<file path="config.mk">
export PLATFORM = sky130hd
export DESIGN_NAME = inst_queue
export DESIGN_NICKNAME = d
export VERILOG_FILES = /design/src/rtl/inst_queue.sv
export SDC_FILE = /design/constraint.sdc
export NUM_CORES = 1
export LEC_CHECK = 0
export BUFFER_PORTS_ARGS = -buffer_cell sky130_fd_sc_hd__buf_2
export CAP_MARGIN = 0
export CORE_MARGIN = 2
export CORE_UTILIZATION = 60
export CTS_BUF_LIST = sky130_fd_sc_hd__clkbuf_8
export DETAILED_ROUTE_END_ITERATION = 12
export PLACE_DENSITY = 0.84
export SYNTH_ARGS = -nofsm -noshare
export SYNTH_HDL_FRONTEND = slang
export SYNTH_SLANG_ARGS = --single-unit
export TNS_END_PERCENT = 5
</file>
<file path="constraint.sdc">
create_clock -name clk -period 13.2 [get_ports clk]
set_input_delay 2.64 -clock clk [delete_from_list [all_inputs] [get_ports clk]]
set_output_delay 2.64 -clock clk [all_outputs]
set_load 0.05 [all_outputs]
</file>
<file path="src/rtl/inst_queue.sv">
// Instruction queue between the instruction-memory stage and decode.
// Holds up to DEPTH {pc, inst} beats and presents the oldest through registered head outputs.
module inst_queue #(
  parameter int          DEPTH = 4,
  parameter int          AW    = 2,
  parameter logic [31:0] NOP   = 32'h00000013
) (
  input  logic          clk,
  input  logic          rst,
  input  logic          valid_i,
  output logic          ready_o,
  input  logic [31:0]   pc_i,
  input  logic [31:0]   inst_i,
  input  logic          flush_i,
  output logic          valid_ro,
  input  logic          ready_i,
  output logic [31:0]   pc_ro,
  output logic [31:0]   inst_ro,
  output logic          illegal_ro,
  output logic [AW:0]   count_o
);

  localparam logic [AW:0] CNT_FULL = (AW+1)'(DEPTH);

  typedef struct packed {
    logic [31:0] pc;
    logic [31:0] inst;
    logic        illegal;
  } entry_t;

  entry_t        mem_q [DEPTH];
  entry_t        mem_d [DEPTH];
  logic [AW-1:0] wr_ptr_q, wr_ptr_d;
  logic [AW-1:0] rd_ptr_q, rd_ptr_d;
  logic [AW-1:0] rd_next;
  logic [AW:0]   count_q, count_d;
  logic [AW:0]   avail;
  logic          valid_ro_q, valid_ro_d;
  logic [31:0]   pc_ro_q, pc_ro_d;
  logic [31:0]   inst_ro_q, inst_ro_d;
  logic          illegal_ro_q, illegal_ro_d;
  logic          push, pop;

  assign ready_o = (count_q != CNT_FULL);
  assign push    = valid_i && ready_o;
  assign pop     = valid_ro_q && ready_i;

  always_comb begin
    mem_d = mem_q;
    if (push && !flush_i) begin
      mem_d[wr_ptr_q] = '{pc: pc_i, inst: inst_i, illegal: (inst_i[1:0] != 2'b11)};
    end

    rd_next  = rd_ptr_q + AW'(pop);
    // Only entries already in storage before this edge may reach the head,
    // which gives the one-cycle push-to-head latency with no bypass.
    avail    = count_q - (AW+1)'(pop);
    wr_ptr_d = wr_ptr_q + AW'(push);
    rd_ptr_d = rd_next;
    count_d  = count_q + (AW+1)'(push) - (AW+1)'(pop);

    valid_ro_d   = (avail != '0);
    pc_ro_d      = pc_ro_q;
    inst_ro_d    = NOP;
    illegal_ro_d = 1'b0;
    if (avail != '0) begin
      pc_ro_d      = mem_q[rd_next].pc;
      inst_ro_d    = mem_q[rd_next].inst;
      illegal_ro_d = mem_q[rd_next].illegal;
    end

    if (flush_i) begin
      wr_ptr_d     = '0;
      rd_ptr_d     = '0;
      count_d      = '0;
      valid_ro_d   = 1'b0;
      inst_ro_d    = NOP;
      illegal_ro_d = 1'b0;
    end
  end

  always_ff @(posedge clk) begin
    mem_q <= mem_d;
  end

  always_ff @(posedge clk) begin
    if (!rst) begin
      wr_ptr_q     <= '0;
      rd_ptr_q     <= '0;
      count_q      <= '0;
      valid_ro_q   <= 1'b0;
      pc_ro_q      <= '0;
      inst_ro_q    <= NOP;
      illegal_ro_q <= 1'b0;
    end else begin
      wr_ptr_q     <= wr_ptr_d;
      rd_ptr_q     <= rd_ptr_d;
      count_q      <= count_d;
      valid_ro_q   <= valid_ro_d;
      pc_ro_q      <= pc_ro_d;
      inst_ro_q    <= inst_ro_d;
      illegal_ro_q <= illegal_ro_d;
    end
  end

  assign valid_ro   = valid_ro_q;
  assign pc_ro      = pc_ro_q;
  assign inst_ro    = inst_ro_q;
  assign illegal_ro = illegal_ro_q;
  assign count_o    = count_q;

endmodule

</file>
[Word-level counts from Yosys, hierarchy flattened]
Cells that the tools add are included.
Operators by class
  add/sub/neg operators: 5
  magnitude comparators: 3
  equality and inequality tests: 2
  muxes and demuxes: 6
  bitwise operators: 4
  reduce and logical (&&, ||, !) cells: 8
Operators with widths (count)
  $bwmux 260: 1
  $mux 65: 3
  $bmux 65 s2: 1
  $demux 65 s2: 1
  $ge 3x3->1 const B: 2
  $not 2->3: 2
  $sub 3x1->3: 2
  $add 2x1->2: 2
  $logic_and 1x1->1: 4
  $add 3x1->3: 1
  $lt 3x1->1 const B: 1
  $ne 3x3->1 const B: 1
  $reduce_bool 3->1: 1
  $reduce_or 3->1: 1
  $ne 2x2->1 const B: 1
  $not 1->1: 2
  $reduce_or 2->1: 1
  $logic_not 1->1: 1
Storage, ports and cells
  bits in registers: 333
  output and inout port bits: 70
  word-level logic and storage cells: 47

[Longest topological paths before layout]
Gate-level depths: netlist of run 1.
  depth in word-level cells: 6
  depth in mapped cells: 9

[Worst setup path before layout of run 1]
Ideal clock, no wire load.
  path type: in2reg
  start point: in valid_i
  end point: reg mem_q[100] (netlist bit), enable pin
  library setup time: 0.670 ns
  arrival time: 9.496 ns
  setup slack: 3.034 ns
  stages: 2
  cells stage by stage: nand2_1 > nor4b_1
On the way
  cells in the longest elaborated chain, start to end: 2
Ends and longest elaborated chain
  start: declaration: RTL line 10  | input logic valid_i,
  $logic_and 1x1->1: RTL line 45  | assign push = valid_i && ready_o;
  $logic_and 1x1->1: RTL line 50  | if (push && !flush_i) begin
  end signal: assignment: RTL line 83  | mem_q <= mem_d;
  end: declaration: RTL line 31  | entry_t mem_q [DEPTH];
Every way passes these cells.
A chain may end at the register's enable or synchronous reset.

[Final worst setup path of run 1]
  start point: in ready_i
  end point: reg inst_ro_q[0] (netlist: inst_ro[0])
On the way
  cells in the longest elaborated chain, start to end: 6
  elaborated cells between the ends (all ways): 10
  those cells by class: 2 x add/sub; 3 x mux; 2 x bitwise; 3 x reduce/logical
Ends and longest elaborated chain
  start: declaration: RTL line 16  | input logic ready_i,
  $logic_and 1x1->1: RTL line 46  | assign pop = valid_ro_q && ready_i;
  $add 2x1->2: RTL line 54  | rd_next = rd_ptr_q + AW'(pop);
  named net rd_next[0]: RTL line 35  | logic [AW-1:0] rd_next;
  $not 2->3 (implied by the code): RTL line 68  | inst_ro_d = mem_q[rd_next].inst;
  $bmux 65 s2: RTL line 68
  $mux 65 (2 in series)
  end signal: assignment: RTL line 101  | inst_ro_q <= inst_ro_d;
  end: declaration: RTL line 40  | logic [31:0] inst_ro_q, inst_ro_d;
The timed path passes the listed nets, and every way through them passes these cells. The select of a mux whose other input is x is not followed.

==> flow_summary.json, run 1 <==
{
  "gr-usage-all-layers": 0.209,
  "placedInstanceArea_um2": 12700,
  "cts_made_buffers": 49,
  "setup_tns_ps": 0,
  "cts.path.max_buffers": 3,
  "die_w_um": 143,
  "post_cts_buffers": 0,
  "synthCells": 524,
  "hpwl_um": 11800,
  "grt_pass1_wl_um": 32200,
  "start_util": 0.617,
  "clkTransAtPathRegs_ps": 60,
  "powerDensity_nw_per_um2": 154,
  "slew_viol_final": 0,
  "cts_tree": "yes",
  "internal-power_w": 0.00164,
  "synth.most_common_cell": "edfxtp_1",
  "async_flop_share": 0,
  "clk_latency_ps": 550,
  "wl_per_cell_um": 20.9,
  "yosysWarnings": 0,
  "cts.sinks": 333,
  "post-route-util": 0.722,
  "ctsResizeCount": 0,
  "crit_type": "in2reg",
  "num_vias": 5586,
  "finalNonFillerCells": 1000,
  "layout-drive-gt1-share": 0.399,
  "antenna_found_initial": 4,
  "setup_violations": 0,
  "postCtsHoldBufs": 0,
  "crit_chain": "buf_2 -> and2_1 -> ha_4 -> buf_4 -> mux4_2 -> or2_1",
  "path_delay_family": "buffers and inverters",
  "grt.overflow.total": 0,
  "drtAntennaViolNets": 0,
  "vias_per_cell": 5.59,
  "start_kind": "input port",
  "die_area_um2": 20600,
  "num_rows": 50,
  "yosys.area.top_type": "edfxtp_1",
  "rsz0062_at_grt": "no",
  "ir_drop_mv": 0.0993,
  "cts.htree.levels": 2,
  "path_buf_inv": 2,
  "drv_cap": 0,
  "avgSynthCellArea_um2": 22.2,
  "clkPwrFrac": 0.379,
  "finClkSkew_ps": 22.2,
  "tightest_slew_ps": 1210,
  "gp_congestion": 0.743,
  "pwr-share-comb": 0.066,
  "slew_headroom": 0.195,
  "synth_top_area_share": 0.670,
  "slowest_stage": "buf_4",
  "hold_path_class": "reg2reg",
  "critPathMaxFanout": 43,
  "ys_types": 27,
  "fin_crit_sh": 0.358,
  "fmax_mhz": 212,
  "fp.coreArea_um2": 18900,
  "max_stage_delay_ps": 770,
  "r2r_slack_ps": 10330,
  "synth_edf_count": 260,
  "status": "completed",
  "min_period_ps": 4720,
  "finalHoldViolCount": 0,
  "ys_top_cells_by_area": "edfxtp_1 (67%), mux4_2 (13%), dfxtp_1 (13%)",
  "netlist_top_cells_count": "edfxtp_1 (260), dfxtp_1 (73), mux4_2 (65)",
  "power_frac_seq": 0.555,
  "io_pins": 139,
  "synthFlopType": "edfxtp_1",
  "first_iter_violations": 394,
  "design_area_um2": 13600,
  "dr.pass1.iters": 5,
  "critPathRequiredTime_ps": 13620,
  "clock-root-buffer": "clkbuf_8",
  "switching_power_w": 0.000467,
  "ys_ff_latch": 333,
  "first_global_vias": 6048,
  "wirelength_um": 20900,
  "yosysSeqAreaShare": 0.795,
  "synthesis.nets": 599,
  "leakage_nw": 4.91,
  "cp-end-kind": "register",
  "dieHeight_um": 143,
  "grt_start_max_net_pins": 67,
  "nets": 775,
  "cp_data_arrival_time_ps": 5150,
  "dp_cells": 909,
  "dp_slack_ps": 7840,
  "numPortBuffers": 138,
  "timing.final.ws_setup_ps": 8480,
  "drc": 0,
  "area_delta_synth_final_pct": 16.9,
  "netlist_area_um2": 11700,
  "sw_frac_of_total": 0.222
}
[per-layer routing]
metal,part of all wire,wire length (µm),global-route usage
met4,0.020,408,0.0722
met3,0.078,1640,0.0623
met1,0.39,8210,0.262
met2,0.51,10600,0.352
met5,0.0010,21,0
[stage by stage]
step / hold slack [ps] / power [W]
after global placement: 456 / 0.00132
after CTS: 478 / 0.00213
final: 473 / 0.00210
after detailed placement: 459 / 0.00133
after floorplan: 534 / 0.00129
after global routing: 491 / 0.00218
[power groups by stage]
stage | sequential (W) | combinational [W] | clock (W)
finish | 0.00117 | 0.000138 | 0.000798
global route | 0.00117 | 0.000147 | 0.000861
CTS | 0.00117 | 0.000139 | 0.000817
detailed placement | 0.00119 | 0.000139 | 0
global placement | 0.00119 | 0.000134 | 0
floorplan | 0.00124 | 0.0000494 | 0
[sequential cells by signal, summed over array words and instances, names as in the netlist]
signal / count
mem_q: 260
count_o: 3
rd_ptr_q: 2
inst_ro: 32
pc_ro: 32
valid_ro: 1
wr_ptr_q: 2
illegal_ro: 1
[logic make-up after synthesis]
family / after synthesis / synth area share
compound gates: 34 / 0.0251
xor+xnor: 5 / 0.00376
fa+ha+maj: 6 / 0.00708
buf+inv: 29 / 0.0150
flops: 333 / 0.795
mux: 65 / 0.126
simple gates: 52 / 0.0283
[path summary, 6_finish.rpt]
kind                               start                     end  cells after the start
setup / recovery                 ready_i   inst_ro[0]$_SDFF_PP1_                      6
hold / removal    pc_ro[13]$_SDFFE_PN0P_  pc_ro[13]$_SDFFE_PN0P_                      1
setup reg to reg     valid_ro$_SDFF_PP0_   inst_ro[0]$_SDFF_PP1_                      5
hold reg to reg   pc_ro[13]$_SDFFE_PN0P_  pc_ro[13]$_SDFFE_PN0P_                      1
[worst register-to-register path, delay by kind of cell (launching register included)]
| family | cells | cell delay (ps) |
|---|---|---|
| flip-flops | 1 | 310 |
| adder cells (fa/ha/maj) | 1 | 600 |
| multiplexers | 1 | 630 |
| buffers and inverters | 1 | 790 |
| AND/OR/NAND/NOR | 2 | 420 |
[placed cells by master (no fill, tap or decap)]
master and n:
edfxtp_1 260, buf_2 138, dfxtp_1 73, mux4_2 65, clkbuf_8 57, a22o_1 32
nor2b_1 31, inv_1 18, clkinv_2 12, buf_4 10, and2_1 5, ha_1 4
diode_2 3, or2_1 3, xnor2_1 3, nor2_1 3, clkinv_1 3, nand2_1 2
inv_2 2, nor4b_2 2, nand2b_1 2, bufinv_16 2, or3b_1 1, and4b_4 1
nor4_2 1, xor2_1 1, o21a_1 1, xnor2_2 1, nor3b_4 1, o21ai_4 1
fa_1 1, ha_4 1
[area by class of cell]
| type | instances | area [µm²] |
|---|---|---|
| Fill cell | 1156 | 5260 |
| Sequential cell | 333 | 9270 |
| Clock inverter | 31 | 184 |
| Clock buffer | 57 | 785 |
| Timing Repair Buffer | 148 | 766 |
| Multi-Input combinational cell | 162 | 2270 |
| Inverter | 6 | 22.5 |
| Antenna cell | 3 | 7.51 |
| Tap cell | 260 | 325 |
Note: power is estimated with default switching activity, not from simulation.
==> inputs of run 2 (changes only) <==
Settings changed: CORE_UTILIZATION 60 to 54, PLACE_DENSITY 0.84 to 0.8.
Clock period 13.2 ns to 3.9 ns, I/O delays scaled along.
==> run 2 against run 1 <==
Die area grew 11%. Largest cell class unchanged. Core utilization shrank 6.8 points. Worst hold slack lost 44 ps.
==> flow_summary.json, run 2 (synthesis gave the netlist of run 1 again) <==
{
  "gp_congestion": 0.761,
  "clk_latency_ps": 560,
  "area_delta_synth_final_pct": 18.2,
  "top_register": "mem_q",
  "fin_crit_sh": 0.621,
  "ctsResizeCount": 0,
  "cts_made_buffers": 51,
  "min_period_ps": 2420,
  "critPathMaxFanout": 23,
  "wirelength_um": 21200,
  "cts_tree": "yes",
  "postCtsHoldBufs": 0,
  "slew_viol_final": 0,
  "wl_per_cell_um": 20.7,
  "num_vias": 5583,
  "dieHeight_um": 151,
  "grt_pass1_wl_um": 32300,
  "hpwl_um": 12700,
  "crit_chain": "buf_2 -> and2_1 -> ha_4 -> buf_4 -> mux4_2 -> a22o_1",
  "gr-usage-all-layers": 0.191,
  "status": "completed",
  "final_common_cell": "edfxtp_1",
  "setup_violations": 0,
  "leakage_nw": 4.96,
  "post-route-util": 0.654,
  "numPortBuffers": 138,
  "vias_per_cell": 5.46,
  "clkTransAtPathRegs_ps": 60,
  "cts.path.max_buffers": 3,
  "tightest_slew_ps": 705,
  "powerDensity_nw_per_um2": 525,
  "slew_headroom": 0.530,
  "slowest_stage": "ha_4",
  "cts.sinks": 333,
  "num_rows": 53,
  "grt.overflow.total": 0,
  "first_iter_violations": 380,
  "layout-drive-gt1-share": 0.395,
  "rsz0062_at_grt": "no",
  "first_global_vias": 6127,
  "drtAntennaViolNets": 0,
  "finClkSkew_ps": 18.7,
  "dr.pass1.iters": 4,
  "grt_start_max_net_pins": 47,
  "final_cell_mix": "edfxtp_1 (260), buf_2 (138), dfxtp_1 (71), mux4_2 (65), clkbuf_8 (58)",
  "finalHoldViolCount": 0,
  "io_pins": 139,
  "drc": 0,
  "critPathRequiredTime_ps": 4330,
  "antenna_found_initial": 2,
  "cp_data_arrival_time_ps": 2860,
  "die_area_um2": 22800,
  "max_stage_delay_ps": 620,
  "cp-end-kind": "register",
  "largest_register_ff_count": 260,
  "die_w_um": 151,
  "nets": 781,
  "fmax_mhz": 413,
  "drv_cap": 0,
  "fp.coreArea_um2": 21100,
  "ir_drop_mv": 0.435,
  "path_delay_family": "adder cells",
  "post_cts_buffers": 0,
  "hold_path_class": "in2reg",
  "start_util": 0.553,
  "cts.htree.levels": 2,
  "setup_tns_ps": 0,
  "path_buf_inv": 2,
  "start_kind": "input port",
  "clock-root-buffer": "clkbuf_8",
  "crit_type": "in2reg"
}
==> run 2: cell types whose count changed in the layout (fill, tap and decap cells not counted), sizes merged <==
cell      previous run  this run
diode                3         2
clkinv              15        13
bufinv               2         3
clkbuf              57        58
buf                148       152
inv                 20        24
clkinvlp             0         1
==> run 2: metal layers <==
| layer | vias to the layer above | GRT usage | wire length [µm] |
|---|---|---|---|
| met5 | - | 0 | 0 |
| met4 | 0 | 0.0762 | 433 |
| met3 | 37 | 0.0542 | 1570 |
| met2 | 196 | 0.333 | 11000 |
| met1 | 2856 | 0.227 | 8190 |
| li1 | 2494 | - | - |
==> run 2: power by group <==
group	internal (W)	switching (W)
Clock	0.00155	0.00125
Sequential	0.00392	0.0000369
Combinational	0.000158	0.000314
==> run 2: worst paths after layout <==
path | slack, ps | cells past startpoint | to | startpoint
setup / recovery | 1480 | 6 | pc_ro[19]$_SDFFE_PN0P_ | ready_i
hold / removal | 430 | 1 | mem_q[82]$_DFFE_PP_ | inst_i[16]
setup reg to reg | 1480 | 5 | pc_ro[19]$_SDFFE_PN0P_ | valid_ro$_SDFF_PP0_
hold reg to reg | 470 | 1 | pc_ro[4]$_SDFFE_PN0P_ | pc_ro[4]$_SDFFE_PN0P_
==> run 2: metrics by stage <==
| stage | area, µm² | setup slack [ps] | power, W | hold WS, ps | instances |
|---|---|---|---|---|---|
| 2_1_floorplan | 11700 | 60.8 | 0.00435 | 602 | 524 |
| 3_3_place_gp | 12800 | 942 | 0.00449 | 456 | 928 |
| 3_5_place_dp | 12800 | 861 | 0.00451 | 459 | 928 |
| 4_1_cts | 13800 | 1420 | 0.00731 | 392 | 1021 |
| 5_1_grt | 13800 | 1310 | 0.00747 | 407 | 1021 |
| 6_report | 13800 | 1480 | 0.00723 | 429 | 1023 |
==> run 2: final cells by class <==
type,count,area [µm²]
clock buffers,58,798
inverters,6,22.5
clock inverters,35,218
fillers,1428,7310
diodes,2,5.00
flip-flops and latches,333,9270
well taps,275,344
repair buffers,152,821
multi-input cells,162,2300
==> inputs of run 3 (changes only) <==
Settings changed: ABC_AREA from default to 1, CORE_UTILIZATION 54 to 55.
Clock period 3.9 ns to 2.1 ns, I/O delays scaled along.
==> run 3 against run 2 <==
Routed wire length grew 27%. Non-clock buffer count is 17 higher. Clock skew grew 13 ps. Via count grew 51%. Critical endpoint is now inst_ro[15]$_SDFF_PP0_.
==> flow_summary.json, run 3 <==
{
  "drtAntennaViolNets": 0,
  "synthFlopType": "edfxtp_1",
  "yosys.area.top_type": "edfxtp_1",
  "grt_pass1_wl_um": 41900,
  "antenna_found_initial": 6,
  "post-route-util": 0.661,
  "fmax_mhz": 532,
  "ys_ff_latch": 333,
  "yosysWarnings": 0,
  "top_register": "mem_q",
  "final_common_cell": "nand2_1",
  "finalNonFillerCells": 1623,
  "clkPwrFrac": 0.387,
  "first_iter_violations": 646,
  "internal-power_w": 0.0105,
  "layout-drive-gt1-share": 0.204,
  "tightest_slew_ps": 465,
  "gr-usage-all-layers": 0.222,
  "dp_slack_ps": 154,
  "clkTransAtPathRegs_ps": 60,
  "grt_start_max_net_pins": 67,
  "critPathMaxFanout": 20,
  "switching_power_w": 0.00325,
  "crit_type": "reg2reg",
  "wl_per_cell_um": 16.5,
  "dieHeight_um": 156,
  "synth_top_area_share": 0.614,
  "num_rows": 55,
  "first_global_vias": 8433,
  "cp_data_arrival_time_ps": 2370,
  "clock-root-buffer": "clkbuf_8",
  "synthesis.nets": 1204,
  "num_vias": 8431,
  "async_flop_share": 0,
  "postCtsHoldBufs": 0,
  "critPathRequiredTime_ps": 2590,
  "fin_crit_sh": 0.895,
  "die_area_um2": 24400,
  "die_w_um": 156,
  "drc": 0,
  "min_period_ps": 1880,
  "cts.sinks": 333,
  "netlist_top_cells_count": "nand2_1 (588), edfxtp_1 (260), dfxtp_1 (73)",
  "hold_path_class": "in2reg",
  "avgSynthCellArea_um2": 11.3,
  "synth_edf_count": 260,
  "cts_tree": "yes",
  "dp_cells": 1522,
  "timing.final.ws_setup_ps": 221,
  "dr.pass1.iters": 6,
  "fp.coreArea_um2": 22600,
  "netlist_area_um2": 12700,
  "numPortBuffers": 138,
  "ys_types": 25,
  "drv_cap": 0,
  "start_util": 0.562,
  "powerDensity_nw_per_um2": 916,
  "grt.overflow.total": 0,
  "fill_cells": 1662,
  "ctsResizeCount": 0,
  "cts.htree.levels": 2,
  "setup_violations": 0,
  "cts.path.max_buffers": 3,
  "gp_congestion": 0.728,
  "pwr-share-comb": 0.078,
  "min_path_cells": 1,
  "r2r_slack_ps": 220,
  "sw_frac_of_total": 0.237,
  "nets": 1365,
  "post_cts_buffers": 0,
  "yosysSeqAreaShare": 0.729,
  "cp-end-kind": "register",
  "power_frac_seq": 0.536,
  "finalHoldViolCount": 0,
  "cts_made_buffers": 51,
  "r2r-start": "valid_ro$_SDFF_PP0_",
  "hold_start": "inst_i[13]",
  "synth.most_common_cell": "nand2_1",
  "start_kind": "register",
  "ys_top_cells_by_area": "edfxtp_1 (61%), nand2_1 (17%), dfxtp_1 (11%)",
  "status": "completed",
  "synthCells": 1129,
  "leakage_nw": 6.25,
  "final_cell_mix": "nand2_1 (585), edfxtp_1 (260), buf_2 (138), dfxtp_1 (70), clkbuf_8 (57)",
  "r2r_end": "inst_ro[15]$_SDFF_PP0_",
  "hpwl_um": 15500,
  "ff2ff_path_depth": 9,
  "largest_register_ff_count": 260,
  "area_delta_synth_final_pct": 17.7,
  "io_pins": 139,
  "ir_drop_mv": 0.819,
  "hold_path_end": "mem_q[14]$_DFFE_PP_",
  "slew_headroom": 0.690,
  "wirelength_um": 26900,
  "finClkSkew_ps": 32.2,
  "slew_viol_final": 0,
  "clk_latency_ps": 570,
  "vias_per_cell": 5.19,
  "rsz0062_at_grt": "no"
}
-- run 3: changes by cell type in the layout (fill, tap and decap cells not counted), sizes merged, moves of 8 or more --
cell | before | now
nand2 | 2 | 590
nor2b | 31 | 0
inv | 24 | 39
mux4 | 65 | 0
a21oi | 0 | 62
nand4 | 0 | 32
nand3 | 0 | 8
buf | 152 | 169
a22o | 32 | 0
-- run 3: per-layer routing --
layer	vias to the layer above	GRT usage	wire length (µm)
li1	4102	-	-
met4	4	0.0721	527
met1	3982	0.263	10700
met2	292	0.399	13500
met5	-	0	27
met3	51	0.0539	2080
-- run 3: cell type report --
type	count	area [µm²]	area share
antenna	5	12.5	0.000836
clock buffer	57	785	0.0524
clock inverter	39	245	0.0164
inverter	20	80.1	0.00535
multi-input combinational	715	3060	0.205
sequential	333	9280	0.620
tap	285	357	0.0238
timing repair buffer	169	1150	0.0767
-- run 3: per-stage QoR --
stage	instance area, µm²	hold slack [ps]	setup TNS (ps)	power, W
2_1_floorplan	12800	518	-254260	0.00819
5_1_grt	15000	37.9	0	0.0142
3_5_place_dp	13900	477	0	0.00854
6_report	15000	59.8	0	0.0137
4_1_cts	15000	25.7	0	0.0138
3_3_place_gp	13900	473	0	0.00852
-- run 3: worst max-delay path, stage by stage (launching register included) --
cell     delay [ps]
dfxtp_1         450
nand2_1          80
inv_1           150
ha_4            260
inv_4           170
buf_4           290
nand2_1          90
nand2_1          60
nand2_1          50
a21oi_1         190
-- run 3: power groups by stage --
stage | Combinational, W | Sequential (W) | Clock (W)
floorplan | 0.000454 | 0.00774 | 0
global placement | 0.00104 | 0.00748 | 0
detailed placement | 0.00106 | 0.00748 | 0
CTS | 0.00107 | 0.00734 | 0.00539
global route | 0.00116 | 0.00735 | 0.00567
finish | 0.00106 | 0.00734 | 0.00530
-- run 3: cells by family (layout without fill, tap and decap cells) --
group,count (synthesis),after routing,share of synthesized area
xor+xnor,3,3,0.00207
other cells,0,5,0
fa+ha+maj,6,6,0.00649
simple gates,644,644,0.199
compound gates,62,62,0.0274
flops,333,333,0.729
buf+inv,81,285,0.0364
-- run 3: worst max-delay path by stage --
stage	from	to	slack, ps	depth (start not counted)
floorplan	count_o[1]$_SDFF_PP0_	mem_q[0]$_DFFE_PP_	-1020	5
global placement	ready_i	inst_ro[29]$_SDFF_PP0_	230	10
detailed placement	ready_i	inst_ro[29]$_SDFF_PP0_	150	10
CTS	count_o[1]$_SDFF_PP0_	mem_q[11]$_DFFE_PP_	230	6
global route	valid_ro$_SDFF_PP0_	inst_ro[23]$_SDFF_PP0_	80	9
finish	valid_ro$_SDFF_PP0_	inst_ro[15]$_SDFF_PP0_	220	9
